===== src/rtl/eth_pkg.sv =====
// Shared types and constants for the Ethernet TX path.
package eth_pkg;

  typedef enum logic [1:0] {
    S_IDLE  = 2'd0,
    S_GRANT = 2'd1,
    S_XMIT  = 2'd2,
    S_IFG   = 2'd3
  } tx_arb_state_t;

  localparam int unsigned ETH_IFG_BYTES     = 12;
  localparam int unsigned ETH_START_TIMEOUT = 64;
  localparam int unsigned ETH_MAX_FRAME     = 1530;
  localparam int unsigned ETH_CNT_W         = 11;

  // Preamble + SFD, first byte on the wire in bits [7:0].
  localparam logic [63:0] ETH_PREAMBLE_SFD = 64'hD555_5555_5555_5555;

endpackage


===== src/rtl/rr_arbiter.sv =====
// Combinational round-robin picker: first set request at/after the pointer, wrapping.
module rr_arbiter #(
  parameter int unsigned N     = 2,
  parameter int unsigned IDX_W = 1
) (
  input  logic [N-1:0]     req_i,
  input  logic [IDX_W-1:0] ptr_i,
  output logic [N-1:0]     grant_o,
  output logic [IDX_W-1:0] idx_o,
  output logic             valid_o
);

  always_comb begin
    int unsigned k;
    grant_o = '0;
    idx_o   = '0;
    valid_o = 1'b0;
    for (int unsigned i = 0; i < N; i++) begin
      k = 32'(ptr_i) + i;
      if (k >= N) k = k - N;
      if (!valid_o && req_i[IDX_W'(k)]) begin
        grant_o[IDX_W'(k)] = 1'b1;
        idx_o              = IDX_W'(k);
        valid_o            = 1'b1;
      end
    end
  end

endmodule


===== src/rtl/eth_tx_arbiter.sv =====
// Shares one 8-bit Ethernet TX byte path between NUM_REQ frame generators:
// round-robin, one frame per grant, enforced inter-frame gap, start/overrun watchdog.
module eth_tx_arbiter
  import eth_pkg::*;
#(
  parameter int unsigned NUM_REQ       = 2,
  parameter int unsigned IFG_BYTES     = ETH_IFG_BYTES,
  parameter int unsigned START_TIMEOUT = ETH_START_TIMEOUT,
  parameter int unsigned MAX_FRAME     = ETH_MAX_FRAME
) (
  input  logic                   clk,
  input  logic                   rst,
  input  logic [NUM_REQ-1:0]     i_req,
  output logic [NUM_REQ-1:0]     o_grant,
  input  logic [8*NUM_REQ-1:0]   i_data,
  input  logic [NUM_REQ-1:0]     i_tx_en,
  output logic [7:0]             o_data,
  output logic                   o_tx_en,
  output logic                   o_busy,
  output logic                   o_err_timeout
);

  localparam int unsigned IDX_W = (NUM_REQ > 1) ? $clog2(NUM_REQ) : 1;
  localparam int unsigned CNT_W = ETH_CNT_W;

  tx_arb_state_t      state_q, state_d;
  logic [NUM_REQ-1:0] grant_q, grant_d;
  logic [NUM_REQ-1:0] lock_q, lock_d;
  logic [IDX_W-1:0]   idx_q, idx_d;
  logic [IDX_W-1:0]   ptr_q, ptr_d;
  logic [CNT_W-1:0]   cnt_q, cnt_d;
  logic [7:0]         data_q, data_d;
  logic               tx_en_q, tx_en_d;
  logic               busy_q, busy_d;
  logic               err_q, err_d;

  logic [NUM_REQ-1:0] arb_grant;
  logic [IDX_W-1:0]   arb_idx;
  logic               arb_valid;
  logic               sel_tx_en;
  logic               sel_req;
  logic [7:0]         sel_data;

  // Locked requesters overran MAX_FRAME and must drop i_req before competing again.
  rr_arbiter #(
    .N     (NUM_REQ),
    .IDX_W (IDX_W)
  ) u_rr (
    .req_i   (i_req & ~lock_q),
    .ptr_i   (ptr_q),
    .grant_o (arb_grant),
    .idx_o   (arb_idx),
    .valid_o (arb_valid)
  );

  assign sel_tx_en = i_tx_en[idx_q];
  assign sel_req   = i_req[idx_q];
  assign sel_data  = i_data[{idx_q, 3'b000} +: 8];

  always_ff @(posedge clk) begin
    if (rst) begin
      state_q <= S_IDLE;
      grant_q <= '0;
      lock_q  <= '0;
      idx_q   <= '0;
      ptr_q   <= '0;
      cnt_q   <= '0;
      data_q  <= 8'h00;
      tx_en_q <= 1'b0;
      busy_q  <= 1'b0;
      err_q   <= 1'b0;
    end else begin
      state_q <= state_d;
      grant_q <= grant_d;
      lock_q  <= lock_d;
      idx_q   <= idx_d;
      ptr_q   <= ptr_d;
      cnt_q   <= cnt_d;
      data_q  <= data_d;
      tx_en_q <= tx_en_d;
      busy_q  <= busy_d;
      err_q   <= err_d;
    end
  end

  // cnt_q is reused: start-wait clocks in S_GRANT, bytes sent in S_XMIT, gap clocks in S_IFG.
  always_comb begin
    state_d = state_q;
    grant_d = grant_q;
    lock_d  = lock_q & i_req;
    idx_d   = idx_q;
    ptr_d   = ptr_q;
    cnt_d   = cnt_q;
    data_d  = 8'h00;
    tx_en_d = 1'b0;
    err_d   = 1'b0;

    case (state_q)
      S_IDLE: begin
        if (arb_valid) begin
          grant_d = arb_grant;
          idx_d   = arb_idx;
          ptr_d   = (arb_idx == IDX_W'(NUM_REQ - 1)) ? '0 : arb_idx + 1'b1;
          cnt_d   = '0;
          state_d = S_GRANT;
        end
      end
      S_GRANT: begin
        if (sel_tx_en) begin
          data_d  = sel_data;
          tx_en_d = 1'b1;
          cnt_d   = CNT_W'(1);
          state_d = S_XMIT;
        end else if (!sel_req) begin
          grant_d = '0;
          state_d = S_IDLE;
        end else if (cnt_q == CNT_W'(START_TIMEOUT - 1)) begin
          grant_d = '0;
          err_d   = 1'b1;
          cnt_d   = '0;
          state_d = S_IFG;
        end else begin
          cnt_d = cnt_q + 1'b1;
        end
      end
      S_XMIT: begin
        if (!sel_tx_en) begin
          grant_d = '0;
          cnt_d   = '0;
          state_d = S_IFG;
        end else if (cnt_q == CNT_W'(MAX_FRAME)) begin
          grant_d       = '0;
          lock_d[idx_q] = 1'b1;
          err_d         = 1'b1;
          cnt_d         = '0;
          state_d       = S_IFG;
        end else begin
          data_d  = sel_data;
          tx_en_d = 1'b1;
          cnt_d   = cnt_q + 1'b1;
        end
      end
      S_IFG: begin
        if (cnt_q == CNT_W'(IFG_BYTES - 1)) begin
          cnt_d   = '0;
          state_d = S_IDLE;
        end else begin
          cnt_d = cnt_q + 1'b1;
        end
      end
      default: state_d = S_IDLE;
    endcase

    busy_d = (state_d != S_IDLE);
  end

  assign o_grant       = grant_q;
  assign o_data        = data_q;
  assign o_tx_en       = tx_en_q;
  assign o_busy        = busy_q;
  assign o_err_timeout = err_q;

endmodule

===== config.mk =====
export PLATFORM = sky130hd
export DESIGN_NAME = eth_tx_arbiter
export DESIGN_NICKNAME = d
export VERILOG_FILES = /design/src/rtl/eth_pkg.sv /design/src/rtl/rr_arbiter.sv /design/src/rtl/eth_tx_arbiter.sv
export SDC_FILE = /design/constraint.sdc
export NUM_CORES = 1
export LEC_CHECK = 0
export CORE_MARGIN = 2
export CORE_UTILIZATION = 35
export DETAILED_ROUTE_END_ITERATION = 12
export PLACE_DENSITY_LB_ADDON = 0.3
export SYNTH_ARGS = -nofsm -noshare
export SYNTH_HDL_FRONTEND = slang
export SYNTH_SLANG_ARGS = --single-unit
export TNS_END_PERCENT = 20

===== constraint.sdc =====
create_clock -name clk -period 2.9 [get_ports clk]
set_clock_uncertainty 0.2 [all_clocks]
set_input_delay 0.435 -clock clk [delete_from_list [all_inputs] [get_ports clk]]
set_output_delay 0.435 -clock clk [all_outputs]
set_load 0.05 [all_outputs]

==> impl_results.md <==
* Fin nets at 254
* Post-CTS Setup Bufs at 0
* # setup viols final at 0
* Prevailing post-synth register cell: dfxtp_1
* Clock root cell: clkbuf_8
* Starting Density at 36.3%
* Element type at the critical path end: flip-flop
* Max-capacitance violation count at 0
* Distinct cells, synth at 42
* Mapped cell area at about 1600 um2
* Ports at 35
* VDD IR-drop max at around 0.00030 V
* Max clock buf depth at 2
* Number of remaining DRC errors at 0
* Pre-antenna DRT Iters at 4
* Leak Pwr at 0.780 nW
* Hold Path End: o_grant[1]$_SDFFE_PP0P_
* Gpl congestion at 0.850
* Worst EP arrival at between 2 and 3 ns
* Area grow syn2layout at 33.8%
* CTS tree: built
* EDFF count, synth at 0
* Worst-Skew Late Latency at 0.29 ns
* Via/cell ratio at 5.22
* TNS Setup at 0 ns
* Tmin final at between 2 and 3 ns
* First-pass GRT wire length at ~6400 um
* Flops & latches, synth at 30
* Hold Startpoint: o_grant[1]$_SDFFE_PP0P_
* CP Cell Sequence: ha_1 -> or4b_4 -> or4_4 -> a211o_1 -> or4_1 -> a21oi_1
* Least-Margin Pin Slew at around 0.52 ns
* Mean Syn Cell Area at roughly 8.5 um2
* Crit Path Category: reg -> reg
* R2R Path Start: cnt_q[1]$_SDFFE_PP0P_
* RSZ-0062 raised after global routing: no
* Reg2Reg Depth at 6
* Largest net degree at the start of global routing at 13
* Grt ovf at 0
* TritonCTS Buffers at 5
* Total power at a little under 1 mW
* Slew Viols, Final at 0
* Total wire length at approximately 3800 um
* Critical path required time at approximately 3 ns
* Post-Place Worst Slack at around 0.21 ns
* Layout cell share with drive strength beyond 1 at under 10%
* PortBufs at 34
* Post-CTS resize count at 0
* Clk slew on worst S/H paths at roughly 0.060 ns
* Hold Path Class: reg -> reg
* Core Area at about 4300 um2
* Min Hold Slack at between 0.2 and 0.3 ns
* Fin crit share at about 93%
* Critical Path Fanout Max at 4
* Net Count, Synth at 212
* Sequential cell area fraction in the yosys report at approximately two fifths
* Worst rel slew slack at about 65%
* FF-to-FF setup slack at between 0.2 and 0.25 ns
* Async SR Flop Fraction at 0%
* Initial DRC count at roughly 50
* Row count at 24
* Status: finished, final reports clean
* Pwr/cell area at 464 nW/um2
* Diode count at 0
* Nature of the critical path startpoint: flip-flop
* Final WS setup at around 0.21 ns
* Hold Buf Count CTS at 0
* CP max stage cell: or4_4
* Via count at 1456
* H-tree levels at 2
* Final Hold Viols at 0
* Reg2reg end: o_grant[1]$_SDFFE_PP0P_
* Vias in the first global route at between 1000 and 1500
* Initial antenna violation count at 0
* Largest stage delay on the critical path at 0.52 ns
* Post-Syn Instances at between 150 and 200
* Hold path cells at 2
* GRT Total Usage at around 16%
* DP HPWL at around 2800 um
* Clock tree sinks at 30
* Final ANT Viol Nets at 0
* Fmax at 0.372 GHz
* Die X at about 71 um
* Die Ht at between 70 and 80 um
* Die ar. at between 5000 and 6000 um2
* Synth Warn # at 0
* Routed len/inst at 13.6 um
## power by group
group / leakage [nW] / internal [mW] / switching (mW) / total [mW]
clock: 0.0482 / 0.191 / 0.156 / 0.347
sequential: 0.243 / 0.426 / 0.00934 / 0.435
combinational: 0.489 / 0.0869 / 0.106 / 0.193
total: 0.780 / 0.704 / 0.272 / 0.976
## metrics by stage
stage	instances	utilization, %	cell area [um2]
after global placement	271	46.5	2010
after detailed placement	271	46.5	2010
final	279	48.6	2100
after floorplan	184	-	1570
after global routing	279	48.6	2100
after CTS	279	48.6	2100
## state kept, by name (all words and copies together), names as in the netlist
signal	flops
o_data	8
o_err_timeout	1
state_q	2
cnt_q	11
lock_q	2
idx_q	1
o_tx_en	1
o_busy	1
ptr_q	1
o_grant	2
## cell families (layout without fill, tap and decap cells)
| family | Yosys count | after routing | synth area share, % |
|---|---|---|---|
| compound gates | 36 | 36 | 15.9 |
| fa+ha+maj | 6 | 6 | 4.78 |
| simple gates | 79 | 79 | 26.9 |
| buf+inv | 16 | 59 | 3.82 |
| xor+xnor | 7 | 7 | 3.90 |
| mux | 10 | 10 | 6.53 |
| flops | 30 | 30 | 38.2 |
## worst max-delay path, delay by kind of cell (launching register included)
family / cells / cell delay [ns]
compound gates: 2 / 0.44
fa+ha+maj: 1 / 0.17
flops: 1 / 0.36
simple gates: 3 / 1.46
## cell usage after synthesis (4+ instances only)
| cell type | n | area [um2] |
|---|---|---|
| nand4_1 | 10 | 62.6 |
| inv_1 | 9 | 33.8 |
| nor2_1 | 22 | 82.6 |
| nand2_1 | 11 | 41.3 |
| ha_1 | 6 | 75.1 |
| nor3_1 | 8 | 40.0 |
| clkbuf_1 | 7 | 26.3 |
| o21ai_0 | 8 | 40.0 |
| a21oi_1 | 8 | 40.0 |
| xor2_1 | 6 | 52.6 |
| dfxtp_1 | 30 | 601 |
| nand3_1 | 4 | 20.0 |
| nand2b_1 | 4 | 25.0 |
| mux2i_1 | 8 | 80.1 |
## cell usage in the layout, fill, tap and decap left out, drive strengths merged, types with 2 or more instances in the layout
master	count
clkdlybuf4s50	34
dfxtp	30
nor2	22
nand2	11
nand4	10
inv	9
nor3	8
o21ai	8
mux2i	8
a21oi	8
buf	8
clkbuf	7
xor2	6
ha	6
nand2b	4
nand3	4
o41ai	3
a21o	3
and2	3
a211o	3
nor2b	3
nand4b	2
mux2	2
and3	2
o211ai	2
or3	2
or4b	2
or4	2
## cell type report
type | count | area (um2)
Multi-Input combinational cell | 138 | 910
Clock inverter | 1 | 5.00
Fill cell | 430 | 2220
Clock buffer | 7 | 86.3
Timing Repair Buffer | 42 | 400
Sequential cell | 30 | 601
Tap cell | 52 | 65.1
Inverter | 9 | 33.8
## worst max-delay path by stage
stage / slack, ns / startpoint / endpoint / cells past startpoint
2_1_floorplan: 0.21 / cnt_q[0]$_SDFFE_PP0P_ / o_grant[1]$_SDFFE_PP0P_ / 6
3_3_place_gp: 0.24 / cnt_q[1]$_SDFFE_PP0P_ / o_grant[1]$_SDFFE_PP0P_ / 6
3_5_place_dp: 0.21 / cnt_q[1]$_SDFFE_PP0P_ / o_grant[1]$_SDFFE_PP0P_ / 6
4_1_cts: 0.19 / cnt_q[1]$_SDFFE_PP0P_ / o_grant[1]$_SDFFE_PP0P_ / 6
5_1_grt: 0.12 / cnt_q[0]$_SDFFE_PP0P_ / o_grant[1]$_SDFFE_PP0P_ / 6
6_report: 0.21 / cnt_q[1]$_SDFFE_PP0P_ / o_grant[1]$_SDFFE_PP0P_ / 6
## routing by layer
layer  share of wire [%]  routed length (um)  global-route usage (%)
met5                   0                   0                       0
met4                 2.1                  81                    8.18
met3                 3.6                 135                    3.85
met2                  47                1790                    24.6
met1                  47                1780                    21.8
Power figures use the tool's default switching activity.
